`src/rtl/dft_sched_pkg.sv`:
```
// dft_sched_pkg: shared types and defaults for the DFT sample scheduler.
// Optional feature macro: DFT_SCHED_DROP_EN (drop-on-full mode with drop counter).
package dft_sched_pkg;

  typedef enum logic [1:0] {
    IDLE  = 2'd0,
    ISSUE = 2'd1,
    WAIT  = 2'd2
  } sched_state_e;

  localparam int SW_DEF      = 16;
  localparam int DEPTH_DEF   = 16;
  localparam int SPACING_DEF = 251;
  localparam int FRAME_DEF   = 1080;
  localparam int DROP_W      = 16;

  // Bits needed to hold values 0..max_val
  function automatic int cnt_w(input int max_val);
    return (max_val < 1) ? 1 : $clog2(max_val + 1);
  endfunction

endpackage

```
`src/rtl/sample_fifo.sv`:
```
// sample_fifo: synchronous FIFO, flush has priority over push/pop.
// Full flag is registered from next occupancy so it can serve directly as !ready.
module sample_fifo #(
  parameter int SW    = 16,
  parameter int DEPTH = 16
) (
  input  logic                     clk,
  input  logic                     rst,
  input  logic                     i_flush,
  input  logic                     i_push,
  input  logic                     i_pop,
  input  logic [SW-1:0]            i_din,
  output logic [SW-1:0]            o_dout,
  output logic                     o_full,
  output logic                     o_empty,
  output logic [$clog2(DEPTH):0]   o_level
);
  localparam int AW = $clog2(DEPTH);
  localparam int LW = AW + 1;

  logic [SW-1:0] r_mem [DEPTH];
  logic [AW-1:0] r_wr_ptr, r_rd_ptr;
  logic [LW-1:0] r_level, w_level_nxt;
  logic          r_full;
  logic          w_push, w_pop;

  assign w_push = i_push & ~r_full & ~i_flush;
  assign w_pop  = i_pop & (r_level != '0) & ~i_flush;

  // Next occupancy; simultaneous push and pop leave it unchanged
  always_comb begin
    w_level_nxt = r_level;
    if (i_flush)              w_level_nxt = '0;
    else if (w_push & ~w_pop) w_level_nxt = r_level + 1'b1;
    else if (w_pop & ~w_push) w_level_nxt = r_level - 1'b1;
  end

  // Pointers, occupancy and registered full flag
  always_ff @(posedge clk or negedge rst) begin
    if (!rst) begin
      r_wr_ptr <= '0;
      r_rd_ptr <= '0;
      r_level  <= '0;
      r_full   <= 1'b0;
    end else begin
      r_level <= w_level_nxt;
      r_full  <= (w_level_nxt == LW'(DEPTH));
      if (i_flush) begin
        r_wr_ptr <= '0;
        r_rd_ptr <= '0;
      end else begin
        if (w_push) r_wr_ptr <= r_wr_ptr + 1'b1;
        if (w_pop)  r_rd_ptr <= r_rd_ptr + 1'b1;
      end
    end
  end

  // Sample storage; contents are don't-care until written
  always_ff @(posedge clk) begin
    if (w_push) r_mem[r_wr_ptr] <= i_din;
  end

  assign o_dout  = r_mem[r_rd_ptr];
  assign o_full  = r_full;
  assign o_empty = (r_level == '0);
  assign o_level = r_level;

endmodule

```
`src/rtl/dft_sample_scheduler.sv`:
```
// dft_sample_scheduler: buffers audio samples and issues them to the DFT with a
// fixed pulse spacing, flagging frame completion.
// Optional feature macro: DFT_SCHED_DROP_EN (inReady tied high, full pushes dropped
// and counted on dropCount).
module dft_sample_scheduler
  import dft_sched_pkg::*;
#(
  parameter int SW      = SW_DEF,
  parameter int DEPTH   = DEPTH_DEF,
  parameter int SPACING = SPACING_DEF,
  parameter int FRAME   = FRAME_DEF
) (
  input  logic                   clk,
  input  logic                   rst,
  input  logic                   enable,
  input  logic                   clear,
  input  logic [SW-1:0]          inSample,
  input  logic                   inValid,
  output logic                   inReady,
  output logic [SW-1:0]          outSample,
  output logic                   sampleReady,
  output logic                   frameDone,
  output logic [$clog2(DEPTH):0] fifoLevel
`ifdef DFT_SCHED_DROP_EN
  ,
  output logic [DROP_W-1:0]      dropCount
`endif
);
  // Wait counter holds SPACING-2 so ISSUE(1) + WAIT(SPACING-1) = SPACING cycles
  localparam int WCW = cnt_w(SPACING - 2);
  localparam int FCW = cnt_w(FRAME);

  sched_state_e   r_state, w_state_nxt;
  logic [WCW-1:0] r_wait_cnt;
  logic [FCW-1:0] r_frame_cnt;
  logic           r_sample_ready, r_fd_arm, r_frame_done;
  logic [SW-1:0]  r_out;
  logic           w_issue, w_wait_done, w_frame_end;
  logic           w_full, w_empty;
  logic [SW-1:0]  w_head;

  sample_fifo #(.SW(SW), .DEPTH(DEPTH)) u_fifo (
    .clk     (clk),
    .rst     (rst),
    .i_flush (clear),
    .i_push  (inValid),
    .i_pop   (w_issue),
    .i_din   (inSample),
    .o_dout  (w_head),
    .o_full  (w_full),
    .o_empty (w_empty),
    .o_level (fifoLevel)
  );

  // State register
  always_ff @(posedge clk or negedge rst) begin
    if (!rst) r_state <= IDLE;
    else      r_state <= w_state_nxt;
  end

  // Next state; clear aborts everything back to IDLE
  always_comb begin
    w_state_nxt = r_state;
    if (clear) begin
      w_state_nxt = IDLE;
    end else begin
      case (r_state)
        IDLE:    if (enable && !w_empty) w_state_nxt = ISSUE;
        ISSUE:   w_state_nxt = WAIT;
        WAIT:    if (w_wait_done) w_state_nxt = (enable && !w_empty) ? ISSUE : IDLE;
        default: w_state_nxt = IDLE;
      endcase
    end
  end

  // State decode: issue strobe (pops FIFO) and wait expiry
  always_comb begin
    w_issue     = 1'b0;
    w_wait_done = 1'b0;
    case (r_state)
      ISSUE:   w_issue     = ~clear;
      WAIT:    w_wait_done = (r_wait_cnt == '0) & ~clear;
      default: ;
    endcase
  end

  assign w_frame_end = w_wait_done & (r_frame_cnt == FCW'(FRAME));

  // Wait counter: loaded on issue, runs down to zero in WAIT
  always_ff @(posedge clk or negedge rst) begin
    if (!rst)                                     r_wait_cnt <= '0;
    else if (clear)                               r_wait_cnt <= '0;
    else if (w_issue)                             r_wait_cnt <= WCW'(SPACING - 2);
    else if (r_state == WAIT && r_wait_cnt != '0) r_wait_cnt <= r_wait_cnt - 1'b1;
  end

  // Registered DFT outputs; outSample holds until the next issue
  always_ff @(posedge clk or negedge rst) begin
    if (!rst) begin
      r_sample_ready <= 1'b0;
      r_out          <= '0;
    end else begin
      r_sample_ready <= w_issue;
      if (w_issue) r_out <= w_head;
    end
  end

  // Frame count and frameDone; the arm stage lines frameDone up with the
  // slot the next pulse would occupy, and clear kills it at either stage
  always_ff @(posedge clk or negedge rst) begin
    if (!rst) begin
      r_frame_cnt  <= '0;
      r_fd_arm     <= 1'b0;
      r_frame_done <= 1'b0;
    end else begin
      r_fd_arm     <= w_frame_end;
      r_frame_done <= r_fd_arm & ~clear;
      if (clear)            r_frame_cnt <= '0;
      else if (w_frame_end) r_frame_cnt <= '0;
      else if (w_issue)     r_frame_cnt <= r_frame_cnt + 1'b1;
    end
  end

  assign sampleReady = r_sample_ready;
  assign outSample   = r_out;
  assign frameDone   = r_frame_done;

`ifdef DFT_SCHED_DROP_EN
  logic [DROP_W-1:0] r_drop_cnt;

  // Saturating count of pushes lost to a full FIFO
  always_ff @(posedge clk or negedge rst) begin
    if (!rst)                                r_drop_cnt <= '0;
    else if (clear)                          r_drop_cnt <= '0;
    else if (inValid & w_full & ~&r_drop_cnt) r_drop_cnt <= r_drop_cnt + 1'b1;
  end

  assign dropCount = r_drop_cnt;
  assign inReady   = 1'b1;
`else
  assign inReady   = ~w_full;
`endif

endmodule

```
`config.mk`:
```
export PLATFORM = sky130hd
export DESIGN_NAME = dft_sample_scheduler
export DESIGN_NICKNAME = d
export VERILOG_FILES = /design/src/rtl/dft_sched_pkg.sv /design/src/rtl/sample_fifo.sv /design/src/rtl/dft_sample_scheduler.sv
export SDC_FILE = /design/constraint.sdc
export NUM_CORES = 1
export LEC_CHECK = 0
export ABC_AREA = 0
export CORE_MARGIN = 5
export CORE_UTILIZATION = 50
export CTS_CLUSTER_SIZE = 20
export DETAILED_ROUTE_END_ITERATION = 10
export PLACE_DENSITY_LB_ADDON = 0.12
export SYNTH_ARGS = -nofsm -noshare
export SYNTH_HDL_FRONTEND = slang
export SYNTH_SLANG_ARGS = --single-unit
```
`constraint.sdc`:
```
create_clock -name clk -period 6.5 [get_ports clk]
set_clock_uncertainty 0.1 [all_clocks]
set_input_delay 1.3 -clock clk [delete_from_list [all_inputs] [get_ports clk]]
set_output_delay 1.3 -clock clk [all_outputs]
set_load 0.05 [all_outputs]
```
==> out/results.txt <==
largest net degree at the start of global routing: 68
Crit Path Class: input port to register
fmax: 256.4 MHz
postcts setup bufs: 0
flop2flop setup slack: 3.38 ns
CP max stage cell: nor3_2
M3 GR Usage: 3.076%
Compound-Gate Fraction of Synth Area: 3.630%
first-pass GRT wire length: 42.64 mm
die area: 28360 sq um
status: complete, no violations
drt total wl: 27.79 mm
# IOs: 45
setup TNS: 0 ns
fin nets: 768
dpl hpwl: 17.46 mm
DIE HEIGHT: 168.4 um
Sw Ratio: 25.52%
post-route antenna net violation count: 0
Antenna diodes: 0
mean post-synth cell area: 18.24 sq um
arrival time of the worst setup path: 3.91 ns
clock share of power: 38.3%
Filler Cells Inserted: 1883
later-pin clock latency in the skew report: 0.51 ns
fin crit period: 3.900 ns
final hold violations: 0
critical path startpoint category: input port
area of the multi-input gates: 3337 sq um
Hold Path Class: register to register
# hold bufs at CTS: 0
Worst slew margin: 13.55%
worst hold path cell count: 1
Switching Power: 0.001194 W
Crit Path Max Fanout: 19
gp weighted congestion: 0.7853
Post-synth ARST share: 17.42%
count leader, synth: edfxtp_1
Initial Utilization: 50.26%
Total Routing Usage GR: 20.08%
GRT busiest layer: met2
Design Area, Final: 14370 sq um
Synth Area in Simple Gates: 6.133%
Synthesized Nets: 720
Placeable Area: 24960 sq um
mux contribution to synthesized area: 14.29%
storage element area: 9045 sq um
top cells by count, synth: edfxtp_1 (256), mux4_2 (64), dfrtp_1 (54)
Synth Area in XOR/XNOR: 1.047%
Pleak: 4.683 nW
Remaining Overflow, GRT: 0
VDD IR max: 205.3 uV
residual DRC count: 0
Synth-to-Final Area Change: 14.52%
vias in the first global route: 6669
slew at the pin closest to its max-slew limit: 1.290 ns
post-synthesis sequential area ratio: 72.04%
Area contributors post-synth: edfxtp_1 (61%), mux4_2 (11%), dfrtp_1 (11%), mux2_2 (1.5%), nor2_1 (1.3%)
Post-DP Area: 13340 sq um
post-synth top area share: 61.27%
clock root cell: clkbuf_16
Iteration-0 DRC Markers: 620
largest family of logic cells by synthesized area: multiplexers
number of vias per cell: 5.960
combinational share of power: 12.3%
Synth Flop Type: edfxtp_1
Post-synth EDFFs: 256
CTS buffer count: 34
Sequential Power Share: 49.4%
clock slew at reported path FFs: 0.06 ns
IO buf count: 44
CP Capture Type: register
fin cells: 1089
M2 GR Usage: 32.55%
area leader, netlist: edfxtp_1
initial antenna violation count: 1
pwr dens: 325.5 nW/um^2
Slew Limit Fails: 0
WP data required: 6.51 ns
DRT Pass-1 Iters: 5
synthesis-stage register bit count: 310
share of cells above drive strength 1: 21.74%
Die X-Extent: 168.4 um
Max stage delay on crit path: 1.02 ns
Worst R2R Path Depth: 4
Post-Place Cells: 1030
Final period util: 60.00%
TritonCTS clock tree: built
row count: 58
CTS Buffer Depth: 3
DR WL/cell: 25.52 um
Clock Sinks: 310
critical path, cell by cell: clkdlybuf4s50_1, nor2_1, nand2_1, nor3_2
post-synth cell types: 51
Via Count: 6490
Post-Synth Adder-Cell Area: 1.097%
post-cts sizing count: 0
Max Cap Viol: 0
Syn Inst Count: 688
Post-Syn Area: 12550 sq um
Finish-stage setup viols: 0
RSZ-0062 raised after global routing: no
met1 Usage GRT: 29.35%
synth warn: 0
Pint: 0.003484 W
H-tree levels: 2
-- layer usage --
layer,share of wire (%),wire length [um]
met4,1.7,462
met2,50,13870
met1,43,11930
met3,5.5,1534
met5,0,0
-- through the flow --
stage                     power [W]  utilization [%]  hold slack [ns]  setup slack [ns]
after floorplan            0.002688                -           0.3385             2.990
final                      0.004678            57.56           0.3902             2.600
after global routing       0.004839            57.56           0.4061             2.406
after detailed placement   0.002931            53.42           0.3809             2.089
after global placement     0.002918            53.42           0.3560             2.137
after CTS                  0.004713            57.56           0.4009             2.595
-- cell families (layout without fill, tap and decap cells) --
family                   Yosys count  after routing
buffers and inverters             52            123
XOR/XNOR                          15             15
adder cells (fa/ha/maj)           11             11
AND/OR/NAND/NOR                  144            144
flip-flops                       310            310
multiplexers                      97             97
AO/OA/AOI/OAI                     59             59
-- power groups by stage --
stage,Clock [W],Combinational (W),Sequential (W)
floorplan,0,0.000213,0.00247
global placement,0,0.000566,0.00235
detailed placement,0,0.000577,0.00235
CTS,0.00182,0.000578,0.00232
global route,0.00191,0.000605,0.00232
finish,0.00179,0.000575,0.00231
-- worst paths after layout --
kind | end | start
max | u_fifo.r_mem[2][9] | clear
min | frameDone | r_fd_arm
max reg2reg | outSample[13] | u_fifo.r_rd_ptr[0]
min reg2reg | frameDone | r_fd_arm
max in group asynchronous | u_fifo.r_rd_ptr[0] | rst
min in group asynchronous | r_state[0] | rst
-- placed cells by master (no fill, tap or decap), types with 16 or more instances in the layout --
cell type        instances
edfxtp_1               256
mux4_2                  64
dfrtp_1                 51
clkdlybuf4s50_1         43
clkbuf_16               35
nor2_1                  31
nand2_1                 25
nor3_1                  22
mux2_2                  17
mux2i_1                 16
a221o_1                 16
-- worst max-delay path, delay by kind of cell --
kind          cells  cell delay, ns
buf+inv           1            0.80
simple gates      3            1.80
-- final cells by class --
type	instances	area share, %
clock inverters	18	0.8708
flip-flops and latches	310	62.95
clock buffers	41	6.322
repair buffers	52	3.448
multi-input cells	326	23.22
inverters	12	0.3135
well taps	330	2.874
-- registers in the layout, indices dropped and copies added, names as in the netlist, 2 cells and up --
signal           flops
u_fifo.r_mem       256
outSample           16
r_frame_cnt         11
r_wait_cnt           8
u_fifo.o_level       5
u_fifo.r_rd_ptr      4
u_fifo.r_wr_ptr      4
r_state              2
(Power assumes the default switching activity.)
